===== src/rtl/banco_arbitro.sv =====
// Round-robin arbiter/sequencer between two requesters and the 8x16 register bank.
// One access is in flight at a time: IDLE -> READ/WRITE -> RESP -> IDLE.
module banco_arbitro #(
    parameter int BITS_PALAVRA  = 16,
    parameter int END_REGISTROS = 3
) (
    input  logic                     clock,
    input  logic                     reset,
    input  logic                     p0_req_valid,
    output logic                     p0_req_ready,
    input  logic                     p0_req_we,
    input  logic [END_REGISTROS-1:0] p0_req_addr_a,
    input  logic [END_REGISTROS-1:0] p0_req_addr_b,
    input  logic [BITS_PALAVRA-1:0]  p0_req_wdata,
    output logic                     p0_rsp_valid,
    input  logic                     p0_rsp_ready,
    input  logic                     p1_req_valid,
    output logic                     p1_req_ready,
    input  logic                     p1_req_we,
    input  logic [END_REGISTROS-1:0] p1_req_addr_a,
    input  logic [END_REGISTROS-1:0] p1_req_addr_b,
    input  logic [BITS_PALAVRA-1:0]  p1_req_wdata,
    output logic                     p1_rsp_valid,
    input  logic                     p1_rsp_ready,
    output logic                     rsp_we,
    output logic [BITS_PALAVRA-1:0]  rsp_a,
    output logic [BITS_PALAVRA-1:0]  rsp_b,
    output logic                     bank_hab_escrita,
    output logic [END_REGISTROS-1:0] bank_sel_e_sa,
    output logic [END_REGISTROS-1:0] bank_sel_sb,
    output logic [BITS_PALAVRA-1:0]  bank_e,
    input  logic [BITS_PALAVRA-1:0]  bank_a,
    input  logic [BITS_PALAVRA-1:0]  bank_b,
    output logic                     busy
);

    typedef enum logic [1:0] {IDLE, READ, WRITE, RESP} state_t;

    state_t                   state_q, state_d;
    logic                     prio_q, prio_d;
    logic                     owner_q, owner_d;
    logic                     rsp_we_q, rsp_we_d;
    logic [END_REGISTROS-1:0] addr_a_q, addr_a_d;
    logic [END_REGISTROS-1:0] addr_b_q, addr_b_d;
    logic [BITS_PALAVRA-1:0]  wdata_q, wdata_d;
    logic [BITS_PALAVRA-1:0]  rsp_a_q, rsp_a_d;
    logic [BITS_PALAVRA-1:0]  rsp_b_q, rsp_b_d;

    logic grant;
    logic accept;
    logic sel_we;

    // Priority port wins a tie; an idle grant rests on the priority port.
    always_comb begin
        grant = prio_q;
        if (prio_q ? p1_req_valid : p0_req_valid)
            grant = prio_q;
        else if (prio_q ? p0_req_valid : p1_req_valid)
            grant = ~prio_q;
        accept = (state_q == IDLE) && (grant ? p1_req_valid : p0_req_valid);
        sel_we = grant ? p1_req_we : p0_req_we;
    end

    always_ff @(posedge clock or posedge reset) begin
        if (reset) begin
            state_q  <= IDLE;
            prio_q   <= 1'b0;
            owner_q  <= 1'b0;
            rsp_we_q <= 1'b0;
            addr_a_q <= '0;
            addr_b_q <= '0;
            wdata_q  <= '0;
            rsp_a_q  <= '0;
            rsp_b_q  <= '0;
        end else begin
            state_q  <= state_d;
            prio_q   <= prio_d;
            owner_q  <= owner_d;
            rsp_we_q <= rsp_we_d;
            addr_a_q <= addr_a_d;
            addr_b_q <= addr_b_d;
            wdata_q  <= wdata_d;
            rsp_a_q  <= rsp_a_d;
            rsp_b_q  <= rsp_b_d;
        end
    end

    always_comb begin
        state_d  = state_q;
        prio_d   = prio_q;
        owner_d  = owner_q;
        rsp_we_d = rsp_we_q;
        addr_a_d = addr_a_q;
        addr_b_d = addr_b_q;
        wdata_d  = wdata_q;
        rsp_a_d  = rsp_a_q;
        rsp_b_d  = rsp_b_q;
        case (state_q)
            IDLE: begin
                if (accept) begin
                    owner_d  = grant;
                    prio_d   = ~grant;
                    addr_a_d = grant ? p1_req_addr_a : p0_req_addr_a;
                    addr_b_d = grant ? p1_req_addr_b : p0_req_addr_b;
                    wdata_d  = grant ? p1_req_wdata  : p0_req_wdata;
                    state_d  = sel_we ? WRITE : READ;
                end
            end
            // The bank has already acted on the negedge inside this cycle.
            READ: begin
                rsp_a_d  = bank_a;
                rsp_b_d  = bank_b;
                rsp_we_d = 1'b0;
                state_d  = RESP;
            end
            WRITE: begin
                rsp_a_d  = '0;
                rsp_b_d  = '0;
                rsp_we_d = 1'b1;
                state_d  = RESP;
            end
            RESP: begin
                if (owner_q ? p1_rsp_ready : p0_rsp_ready)
                    state_d = IDLE;
            end
            default: state_d = IDLE;
        endcase
    end

    always_comb begin
        p0_req_ready     = (state_q == IDLE) && !grant;
        p1_req_ready     = (state_q == IDLE) && grant;
        p0_rsp_valid     = (state_q == RESP) && !owner_q;
        p1_rsp_valid     = (state_q == RESP) && owner_q;
        busy             = (state_q != IDLE);
        bank_hab_escrita = (state_q == WRITE);
        bank_sel_e_sa    = addr_a_q;
        bank_sel_sb      = addr_b_q;
        bank_e           = wdata_q;
        rsp_we           = rsp_we_q;
        rsp_a            = rsp_a_q;
        rsp_b            = rsp_b_q;
    end

endmodule


===== config.mk =====
export PLATFORM = sky130hd
export DESIGN_NAME = banco_arbitro
export DESIGN_NICKNAME = d
export VERILOG_FILES = /design/src/rtl/banco_arbitro.sv
export SDC_FILE = /design/constraint.sdc
export NUM_CORES = 1
export LEC_CHECK = 0
export ABC_AREA = 1
export CAP_MARGIN = 20
export CORE_MARGIN = 8
export CORE_UTILIZATION = 39
export CTS_BUF_LIST = sky130_fd_sc_hd__clkbuf_4
export CTS_CLUSTER_DIAMETER = 150
export DETAILED_ROUTE_END_ITERATION = 8
export PLACE_DENSITY = 0.82
export SLEW_MARGIN = 20
export SYNTH_ARGS = -nofsm -noshare
export SYNTH_HDL_FRONTEND = slang
export SYNTH_SLANG_ARGS = --single-unit

===== constraint.sdc =====
create_clock -name clock -period 2.4 [get_ports clock]
set_clock_uncertainty 0.2 [all_clocks]
set_input_delay 0.36 -clock clock [delete_from_list [all_inputs] [get_ports clock]]
set_output_delay 0.36 -clock clock [all_outputs]
set_load 0.05 [all_outputs]

==> impl_metrics.env, run 1 <==
export IMPL_outcome="completed"
export IMPL_clock_path_buffers=2
export IMPL_ys_seq_area_frac=0.586
export IMPL_syn_inst=244
export IMPL_grt_use_total=0.174
export IMPL_cts_buffers=9
export IMPL_cts_tree="yes"
export IMPL_drv_slew=0
export IMPL_worstHoldPathType="in -> async"
export IMPL_grt_antenna_before_repair=0
export IMPL_gp_congestion=0.790
export IMPL_crit_end="p1_req_ready"
export IMPL_rr_startpoint="state_q[0]"
export IMPL_drive_gt1_frac=0.111
export IMPL_post_route_period_util=0.923
export IMPL_insertion_delay_ns=0.37
export IMPL_htree_levels=3
export IMPL_met3_usage=0.0696
export IMPL_postRouteWirelength_um=8100
export IMPL_ys_seq_elements=59
export IMPL_synth_top_area_frac=0.586
export IMPL_portBuffers=144
export IMPL_num_antenna_cells=0
export IMPL_endpoint_kind="output pin"
export IMPL_crit_path_start_kind="flop"
export IMPL_required_ns=1.84
export IMPL_wl_per_cell_um=17.2
export IMPL_clock_fmax_ghz=0.451
export IMPL_maxCapViolCount=0
export IMPL_arrival_ns=1.66
export IMPL_cp_max_fo=6
export IMPL_rsz0062_at_grt="no"
export IMPL_syn_area_um2=2520
export IMPL_p_per_area_nw_per_um2=1710
export IMPL_clk_pin_slew_ns=0.11
export IMPL_dieArea_um2=9290
export IMPL_nNetsFinal=477
export IMPL_p_leak_uw=0.00193
export IMPL_num_rows=29
export IMPL_hold_viol_final=0
export IMPL_drc_errors=0
export IMPL_grt_use_met2=0.263
export IMPL_max_vdd_ir_drop_v=0.00105
export IMPL_ant_nets=0
export IMPL_grt_max_degree=36
export IMPL_utilization=0.669
export IMPL_mostFrequentLayoutCells="clkdlybuf4s50_1, dfrtp_1, nand3_1"
export IMPL_yosys_warnings=0
export IMPL_grt_pass1_wl_um=12500
export IMPL_cts_setup_buffers=0
export IMPL_dp_hpwl_um=6000
export IMPL_grt_pass1_vias=2586
export IMPL_grt_util_met1=0.220
export IMPL_setup_violations=0
export IMPL_synthTopCellsByArea="dfrtp_1, a22o_1, nand3_1, nand2_1, nand2_2"
export IMPL_dieHeight_um=96.4
export IMPL_syn_avg_cell_area_um2=10.3
export IMPL_period_needed_ns=2.22
export IMPL_grt_ovfl_total=0
export IMPL_slew_headroom=0.631
export IMPL_drt_iter0_drc=58
export IMPL_core_area_um2=6310
export IMPL_layout_commonest_cell="clkdlybuf4s50_1"
export IMPL_synth_top_cell_by_area="dfrtp_1"
export IMPL_initial_utilization=0.399
export IMPL_clock_sinks=59
export IMPL_rrSetupSlack_ns=0.43
export IMPL_r2r_cells=8
export IMPL_holdBufCountCts=0
export IMPL_vias=2382
export IMPL_setup_tns_final_ns=0
export IMPL_worst_slew_pin_slew_ns=0.553
export IMPL_vias_per_cell=5.05
export IMPL_dr_pass1_iters=4
export IMPL_fp_dieW_um=96.4
export IMPL_reg2reg_to="bank_e[8]"
export IMPL_crit_start="state_q[0]"
export IMPL_synth_nets=331
export IMPL_ioPinCount=145
export IMPL_cts_root_buf="clkbuf_4"
export IMPL_syn_to_final_growth_pct=67.6
export IMPL_critPathKind="reg -> out"
export IMPL_grt_busiest_layer="met2"
export IMPL_ys_types=19
export IMPL_fillCellCount=502
[per-stage QoR]
| step | setup slack, ns | total power [µW] | area (µm²) | std cells | hold slack (ns) |
|---|---|---|---|---|---|
| finish | 0.184 | 7220 | 4230 | 472 | 0.133 |
| global route | 0.0202 | 7640 | 4230 | 472 | 0.160 |
| CTS | 0.119 | 7290 | 4220 | 472 | 0.126 |
| detailed placement | 0.266 | 6390 | 4050 | 456 | 0.282 |
| global placement | 0.300 | 6270 | 4050 | 456 | 0.277 |
| floorplan | 0.172 | 4830 | 2520 | 244 | 0.274 |
[final cells by class]
cell class                 count  area, µm²  share of cell area
clock buffer                  10       75.1              0.0178
clock inverter                 6        104              0.0246
inverter                      13       53.8              0.0127
multi-input combinational    158        918               0.217
sequential                    59       1480               0.349
tap                           77       96.3              0.0228
timing repair buffer         149       1500               0.356
[flip-flops by register name, summed over array words and instances, names as in the netlist]
signal,cells
bank_e,16
state_q,2
bank_sel_sb,3
bank_sel_e_sa,3
rsp_a,16
rsp_b,16
rsp_we,1
prio_q,1
owner_q,1
[report_power, final]
part           internal [µW]  switching, µW
logic                   1580           2960
registers               1490            283
clock network            533            363
[what timing repair did]
action / CTS / global route
resized for setup: 1 / 1
setup endpoints to repair: 1 / 1
gates cloned: 0 / 0
[synthesized netlist by cell type (all sizes together)]
master	instances
dfrtp	59
nand2	59
nand3	49
a22o	32
inv	13
buf	11
nor2	9
clkbuf	3
ha	3
o21ai	2
a21oi	1
nand4	1
nor3	1
o21a	1
[per-layer routing]
| layer | up-vias | part of all wire |
|---|---|---|
| li1 | 1130 | - |
| met1 | 1120 | 0.41 |
| met2 | 126 | 0.45 |
| met3 | 6 | 0.14 |
| met4 | 0 | 0.0078 |
| met5 | - | 0 |
[worst max-delay path, stage by stage (launching register included)]
cell and delay [ns]:
dfrtp_1 0.41, inv_1 0.09, ha_1 0.25, inv_2 0.14, nor2_1 0.21, buf_12 0.17
[kinds of logic (layout without fill, tap and decap cells)]
family | count (synthesis) | after routing | share of synthesized area
AOI/OAI and AO/OA | 36 | 36 | 0.120
adders and majority gates | 3 | 3 | 0.0149
buffers and inverters | 27 | 178 | 0.0526
DFF | 59 | 59 | 0.586
and+or+nand+nor | 119 | 119 | 0.227
[worst min-delay path by stage]
stage / start / end / slack [ns] / depth (start not counted)
after floorplan: p1_req_wdata[0] / bank_e[0] / 0.27 / 2
after global placement: bank_e[1] / bank_e[1] / 0.28 / 2
final: reset / bank_e[8] / 0.13 / 2
after detailed placement: bank_sel_e_sa[1] / bank_sel_e_sa[1] / 0.28 / 2
after CTS: reset / bank_e[12] / 0.13 / 2
after global routing: reset / bank_e[8] / 0.16 / 2
Note: power is estimated with default switching activity, not from simulation.
==> run 2, diff against run 1 <==
- CELL_PAD_IN_SITES_DETAIL_PLACEMENT: default -> 1
- CELL_PAD_IN_SITES_GLOBAL_PLACEMENT: default -> 2
- CORE_UTILIZATION: 39 -> 22
- PLACE_DENSITY: 0.82 -> default
- PLACE_DENSITY_LB_ADDON: default -> 0.1
- clock period: 2.4 -> 2.5 ns (I/O delays scaled with it)
==> run 2 against run 1 <==
Worst hold slack better by 0.013 ns. Total power fell by 6.2%. Routed wire length grew 13%. Final cell count grew 14%. Non-clock buffer count stayed put. Combinational power down 4%. Design area is 0.98% higher. Sequential share of layout area shrank 0.34 points. Clock power fell by 23%. Die area is 63% higher. Highest routed layer unchanged.
==> impl_metrics.env, run 2 (synthesis results as in run 1) <==
export IMPL_vias=2383
export IMPL_core_area_um2=11300
export IMPL_critPathKind="reg -> out"
export IMPL_outcome="completed"
export IMPL_max_stage_delay_ns=0.42
export IMPL_setup_violations=0
export IMPL_p_per_area_nw_per_um2=1590
export IMPL_required_ns=1.92
export IMPL_rr_startpoint="state_q[0]"
export IMPL_slew_headroom=0.632
export IMPL_ioPinCount=145
export IMPL_wl_per_cell_um=17.1
export IMPL_postRouteWirelength_um=9180
export IMPL_layout_commonest_cell="clkdlybuf4s50_1"
export IMPL_clock_sinks=59
export IMPL_clock_fmax_ghz=0.443
export IMPL_clock_path_buffers=2
export IMPL_cts_tree="yes"
export IMPL_arrival_ns=1.68
export IMPL_setup_tns_final_ns=0
export IMPL_cts_root_buf="clkbuf_4"
export IMPL_hold_viol_final=0
export IMPL_drv_slew=0
export IMPL_nNetsFinal=477
export IMPL_num_antenna_cells=0
export IMPL_grt_ovfl_total=0
export IMPL_period_needed_ns=2.26
export IMPL_drc_errors=0
export IMPL_cp_max_fo=6
export IMPL_endpoint_kind="output pin"
export IMPL_r2r_cells=8
export IMPL_mostFrequentLayoutCells="clkdlybuf4s50_1, dfrtp_1, nand3_1"
export IMPL_cts_buffers=9
export IMPL_path_cells="inv_1 > ha_1 > inv_2 > nor2_1 > buf_12"
export IMPL_num_rows=39
export IMPL_gp_congestion=0.719
export IMPL_ant_nets=0
export IMPL_dr_pass1_iters=4
export IMPL_fp_dieW_um=123
export IMPL_grt_use_total=0.125
export IMPL_max_vdd_ir_drop_v=0.000556
export IMPL_crit_path_top_delay_cell="dfrtp_1"
export IMPL_rsz0062_at_grt="no"
export IMPL_drt_iter0_drc=80
export IMPL_rrSetupSlack_ns=0.52
export IMPL_dp_hpwl_um=6470
export IMPL_grt_antenna_before_repair=0
export IMPL_holdBufCountCts=0
export IMPL_insertion_delay_ns=0.39
export IMPL_reg2reg_to="bank_e[9]"
export IMPL_dieHeight_um=123
export IMPL_syn_to_final_growth_pct=69.3
export IMPL_stdcell_count=538
export IMPL_dieArea_um2=15100
export IMPL_clk_pin_slew_ns=0.12
export IMPL_post_route_period_util=0.903
export IMPL_worstHoldPathType="in -> async"
export IMPL_grt_max_degree=60
export IMPL_dp_cells=522
export IMPL_p_leak_uw=0.00190
export IMPL_worst_slew_pin_slew_ns=0.550
export IMPL_crit_path_start_kind="flop"
export IMPL_grt_pass1_vias=2710
export IMPL_initial_utilization=0.223
export IMPL_htree_levels=3
export IMPL_cts_setup_buffers=0
export IMPL_portBuffers=144
export IMPL_vias_per_cell=4.43
export IMPL_grt_pass1_wl_um=14700
export IMPL_maxCapViolCount=0
export IMPL_drive_gt1_frac=0.111
-- run 2: power by group --
part | leakage, µW | switching [µW] | internal, µW | total (µW)
combinational | 0.00110 | 2880 | 1520 | 4390
clock | 0.0000717 | 392 | 301 | 693
sequential | 0.000732 | 255 | 1430 | 1690
-- run 2: worst max path at each step --
stage | start | slack, ns | to
after floorplan | state_q[0] | 0.26 | p0_req_ready
after global routing | state_q[1] | 0.04 | p1_req_ready
after CTS | state_q[0] | 0.12 | p0_req_ready
after global placement | p1_req_valid | 0.34 | p1_req_ready
after detailed placement | p1_req_valid | 0.29 | p1_req_ready
final | state_q[0] | 0.24 | p1_req_ready
-- run 2: repair_timing --
action,4_1_cts,5_1_grt
setup endpoints to repair,2,1
pin swaps,0,0
gates cloned,0,0
gates resized for setup,2,1
-- run 2: per-stage QoR --
stage / setup WS (ns) / total power (µW) / util / hold slack, ns / instance area, µm²
2_1_floorplan: 0.257 / 4640 / - / 0.276 / 2520
3_3_place_gp: 0.340 / 6140 / 0.365 / 0.278 / 4130
3_5_place_dp: 0.287 / 6180 / 0.365 / 0.285 / 4130
4_1_cts: 0.116 / 6910 / 0.377 / 0.140 / 4260
5_1_grt: 0.0433 / 7240 / 0.377 / 0.145 / 4270
6_report: 0.243 / 6770 / 0.377 / 0.146 / 4270
-- run 2: per-layer routing --
metal / part of all wire / global-route usage / wire (µm)
met1: 0.42 / 0.143 / 3830
met2: 0.44 / 0.196 / 4080
met3: 0.13 / 0.0749 / 1180
met4: 0.010 / 0.0316 / 93
met5: 0 / 0 / 0
-- run 2: worst max-delay path, delay by kind of cell, from the launching register on --
kind / cells / cell delay (ns)
fa+ha+maj: 1 / 0.26
buf+inv: 3 / 0.40
flops: 1 / 0.42
simple gates: 1 / 0.21
-- run 2: area by class of cell --
cell class | instances | area (µm²)
clock buffer | 9 | 67.6
clock inverter | 7 | 68.8
fill | 1320 | 7050
inverter | 13 | 53.8
multi-input combinational | 158 | 918
sequential | 59 | 1480
tap | 143 | 179
timing repair buffer | 149 | 1500
==> run 3, diff against run 2 <==
- REMOVE_ABC_BUFFERS: default -> 1
==> run 3 against run 2 <==
Sequential power about the same. Maximum frequency down 3.3%. Total power up 1.6%. Count of clock-buffer cells in the layout up 1. Largest cell class unchanged. Via count down 0.67%.
==> impl_metrics.env, run 3 (synthesis results as in run 1) <==
export IMPL_grt_ovfl_total=0
export IMPL_initial_utilization=0.223
export IMPL_rrSetupSlack_ns=0.54
export IMPL_dp_cells=523
export IMPL_grt_pass1_wl_um=15000
export IMPL_postRouteWirelength_um=9610
export IMPL_dieArea_um2=15100
export IMPL_max_vdd_ir_drop_v=0.000588
export IMPL_num_antenna_cells=0
export IMPL_clk_pin_slew_ns=0.12
export IMPL_post_route_cell_area_um2=4290
export IMPL_post_route_period_util=0.934
export IMPL_place_area_um2=4140
export IMPL_critPathKind="reg -> out"
export IMPL_crit_cells=5
export IMPL_fillCellCount=1304
export IMPL_setup_violations=0
export IMPL_holdBufCountCts=0
export IMPL_top_layer_used="met5"
export IMPL_htree_levels=3
export IMPL_endpoint_kind="output pin"
export IMPL_arrival_ns=1.76
export IMPL_crit_end="p0_req_ready"
export IMPL_cts_root_buf="clkbuf_4"
export IMPL_wl_met2_um=4270
export IMPL_whs_ns=0.156
export IMPL_stdcell_count=539
export IMPL_p_per_area_nw_per_um2=1600
export IMPL_gp_congestion=0.743
export IMPL_crit_start="state_q[0]"
export IMPL_drc_errors=0
export IMPL_clock_path_buffers=2
export IMPL_period_needed_ns=2.34
export IMPL_layout_commonest_cell="clkdlybuf4s50_1"
export IMPL_max_stage_delay_ns=0.43
export IMPL_core_area_um2=11300
export IMPL_setup_tns_final_ns=0
export IMPL_crit_buf_inv=3
export IMPL_drt_iter0_drc=96
export IMPL_place_ws_ns=0.327
export IMPL_route_met3_wl_um=1290
export IMPL_rsz0062_at_grt="no"
export IMPL_insertion_delay_ns=0.40
export IMPL_worst_slew_pin_slew_ns=0.560
export IMPL_grt_pass1_vias=2742
export IMPL_wl_per_cell_um=17.8
export IMPL_ioPinCount=145
export IMPL_cts_tree="yes"
export IMPL_path_cells="inv_1 > ha_1 > inv_2 > a21oi_1 > buf_12"
export IMPL_cp_max_fo=6
export IMPL_nNetsFinal=478
export IMPL_grt_max_degree=60
export IMPL_crit_path_top_delay_cell="dfrtp_1"
export IMPL_p_leak_uw=0.00192
export IMPL_grt_use_total=0.130
export IMPL_cts_buffers=9
export IMPL_maxCapViolCount=0
export IMPL_cp_top_family="flip-flops"
export IMPL_vias_per_cell=4.39
export IMPL_dieHeight_um=123
export IMPL_slew_headroom=0.625
export IMPL_r2r_cells=8
export IMPL_dr_pass1_iters=4
export IMPL_mostFrequentLayoutCells="clkdlybuf4s50_1, dfrtp_1, nand3_1"
export IMPL_wl_met1_um=3950
export IMPL_vias=2367
export IMPL_dp_hpwl_um=6850
export IMPL_required_ns=1.92
export IMPL_fp_dieW_um=123
export IMPL_portBuffers=144
export IMPL_finalWorstSetupSlack_ns=0.165
export IMPL_drive_gt1_frac=0.106
export IMPL_rr_startpoint="state_q[0]"
export IMPL_ant_nets=0
export IMPL_clock_sinks=59
export IMPL_num_rows=39
export IMPL_reg2reg_to="bank_sel_sb[0]"
export IMPL_grt_antenna_before_repair=1
export IMPL_crit_path_start_kind="flop"
export IMPL_outcome="completed"
export IMPL_drv_slew=0
export IMPL_hold_viol_final=0
export IMPL_worstHoldPathType="in -> async"
export IMPL_syn_to_final_growth_pct=70.2
export IMPL_clock_fmax_ghz=0.428
==> run 3: cell count changes in the layout (fill, tap and decap cells not counted), sizes merged <==
cell,change
clkinv,-1
clkbuf,+1
clkinvlp,-1
bufinv,+1
buf,+1
==> run 3: worst min path at each step <==
stage	endpoint	slack [ns]	cells after the start
after detailed placement	bank_e[5]	0.28	2
final	rsp_a[12]	0.16	3
after global routing	rsp_a[12]	0.14	3
after floorplan	state_q[0]	0.28	2
after CTS	rsp_a[12]	0.12	3
after global placement	bank_e[15]	0.28	2
==> run 3: cell type report <==
class                   count  area, µm²  area share
clock inverters             6       80.1      0.0187
inverters                  13       53.8      0.0125
multi-input cells         158        915       0.213
clock buffers              10       75.1      0.0175
repair buffers            150       1510       0.352
flip-flops and latches     59       1480       0.344
well taps                 143        179      0.0417
==> run 3: repair_timing <==
item	CTS	global route
setup buffers	0	0
gates resized for setup	2	0
setup endpoints to repair	2	0
==> run 3: metal layers <==
| layer | track usage | vias to the layer above |
|---|---|---|
| li1 | - | 1126 |
| met1 | 0.146 | 1132 |
| met2 | 0.201 | 100 |
| met3 | 0.0781 | 7 |
| met4 | 0.0429 | 2 |
| met5 | 0 | - |
==> run 3: worst min-delay path, cell delays in order <==
cell and delay (ns):
clkdlybuf4s50_1 0.41, inv_2 0.07, buf_12 0.29
==> run 3: power breakdown <==
group	leakage, µW	internal (µW)	switching (µW)
combinational	0.00110	1530	2880
clock	0.0000815	409	382
sequential	0.000732	1430	258
==> run 3: per-stage QoR <==
step	util	total power (µW)
after floorplan	-	4530
final	0.379	6880
after CTS	0.379	7050
after global routing	0.379	7360
after global placement	0.365	6180
after detailed placement	0.365	6230
==> RTL edit (settings of run 3) <==
`BITS_PALAVRA`: 16 -> 32.
--- a/src/rtl/banco_arbitro.sv
+++ b/src/rtl/banco_arbitro.sv
@@ -3,3 +3,3 @@
 module banco_arbitro #(
-    parameter int BITS_PALAVRA  = 16,
+    parameter int BITS_PALAVRA  = 32,
     parameter int END_REGISTROS = 3
Ports: changed (7 resized); port bits go from 145 to 257. The function was not compared with the original's and may differ.
==> RTL edit against run 3 <==
Sequential cell count grew 48; cell count increased by 71%; routed wire length is 82% higher; worst setup slack worse by 8.7 ps; synthesized area grew 70%; final area is 71% higher; power increased by 69%; critical endpoint unchanged; critical path depth unchanged; die area is 60% higher.
==> RTL edit: results (changes against run 3) <==
.. list-table::
   :header-rows: 1

   * - Metric
     - Value
   * - Result of the run
     - finished, final reports clean (unchanged)
   * - Nets@finish
     - 802 (was 478)
   * - Met3 Use GR
     - 8.20% (was 7.81%)
   * - Number of library cell types mapped by synthesis
     - 21 (was 19)
   * - Clk slew on worst S/H paths
     - 200 ps (was 120 ps)
   * - Slack of the worst reg-to-reg path
     - 370 ps (was 540 ps)
   * - Post-Place Cells
     - 905 (was 523)
   * - Global-route wire length before repair
     - 26800 um (was 15000 um)
   * - Relative max-transition margin
     - 60.5% (was 62.5%)
   * - Total routing usage reported by global routing
     - 14.2% (was 13.0%)
   * - Cells on worst reg2reg path
     - 9 (was 8)
   * - Clk Latency, worst-skew pair
     - 460 ps (was 400 ps)
   * - Share of the yosys chip area belonging to registers
     - 62.3% (was 58.6%)
   * - Synth top area cells
     - sky130_fd_sc_hd__dfrtp_1, sky130_fd_sc_hd__a22o_1, sky130_fd_sc_hd__nand3_1 (unchanged)
   * - Via count normalized by instance count
     - 4.38 (was 4.39)
   * - Initial drt markers
     - 128 (was 96)
   * - Maximum ir drop on the vdd rail
     - 0.000700 V (was 0.000588 V)
   * - Count of port buffers added during placement
     - 256 (was 144)
   * - Filler cell count in the final layout
     - 2181 (was 1304)
   * - Lkg Pwr
     - 3.21 nW (was 1.92 nW)
   * - Top cells by count, synth
     - sky130_fd_sc_hd__dfrtp_1, sky130_fd_sc_hd__nand2_1, sky130_fd_sc_hd__nand3_1, sky130_fd_sc_hd__a22o_1 (was sky130_fd_sc_hd__dfrtp_1, sky130_fd_sc_hd__nand3_1, sky130_fd_sc_hd__nand2_1, sky130_fd_sc_hd__a22o_1, sky130_fd_sc_hd__nand2_2)
   * - Fin cells
     - 921 (was 539)
   * - Antenna violations before repair
     - 2 (was 1)
   * - Wirelength, routed
     - 17500 um (was 9610 um)
   * - Synthesized area per cell
     - 10.6 um^2 (was 10.3 um^2)
   * - Share of final-layout standard cells stronger than drive strength 1
     - 5.34% (was 10.6%)
RTL edit: worst max-delay path, cell delays in order, from the launching register on:
cell and delay (ps):
sky130_fd_sc_hd__dfrtp_1 430, sky130_fd_sc_hd__inv_1 90, sky130_fd_sc_hd__ha_1 250, sky130_fd_sc_hd__inv_2 110
sky130_fd_sc_hd__a21oi_1 250, sky130_fd_sc_hd__buf_12 180
RTL edit: how the worst max path moves through the flow:
stage | startpoint | to | slack, ps | cells past startpoint
after floorplan | state_q[1] | rsp_a[0] | -1210 | 5
after global placement | p1_req_valid | bank_e[11] | 270 | 8
after detailed placement | p1_req_valid | bank_e[18] | 240 | 8
after CTS | state_q[0] | p0_req_ready | 70 | 5
after global routing | state_q[0] | p0_req_ready | 20 | 5
final | state_q[0] | p0_req_ready | 160 | 5
RTL edit: routing by layer:
layer,vias up,part of all wire [%]
met5,-,0.074
met4,2,1.0
met3,12,13
met2,174,42
met1,1957,43
li1,1889,-
RTL edit: metrics by stage:
step	hold WS [ps]	instance area [um^2]
floorplan	275	4150
global placement	277	7220
detailed placement	286	7220
CTS	75.8	7350
global route	88.5	7350
finish	100	7350
RTL edit: final cells by class:
cell class              count  share of cell area (%)
diodes                      1                  0.0341
clock buffers               9                   0.919
clock inverters             6                   0.868
inverters                  13                   0.698
multi-input cells         254                    19.5
flip-flops and latches    107                    36.4
well taps                 265                    4.51
repair buffers            266                    37.1
RTL edit: cells by family (layout without fill, tap and decap cells):
group	count (synthesis)	after routing	synth area share, %
AOI/OAI and AO/OA	68	68	13.6
and+or+nand+nor	183	183	18.7
DFF	107	107	62.3
buffers and inverters	43	294	4.54
other	0	1	0
adders and majority gates	3	3	0.874
RTL edit: power by group through the flow:
stage               sequential, W  combinational [W]  clock (W)
floorplan                 0.00563            0.00208          0
global placement          0.00302            0.00771          0
detailed placement        0.00303            0.00780          0
CTS                       0.00302            0.00780   0.000986
global route              0.00312            0.00817    0.00105
finish                    0.00300            0.00767   0.000926
RTL edit: what timing repair did:
| item | 4_1_cts | 5_1_grt |
|---|---|---|
| endpoints found under the setup margin | 1 | 0 |
| resized for setup | 1 | 0 |
| hold buffers | 0 | 0 |
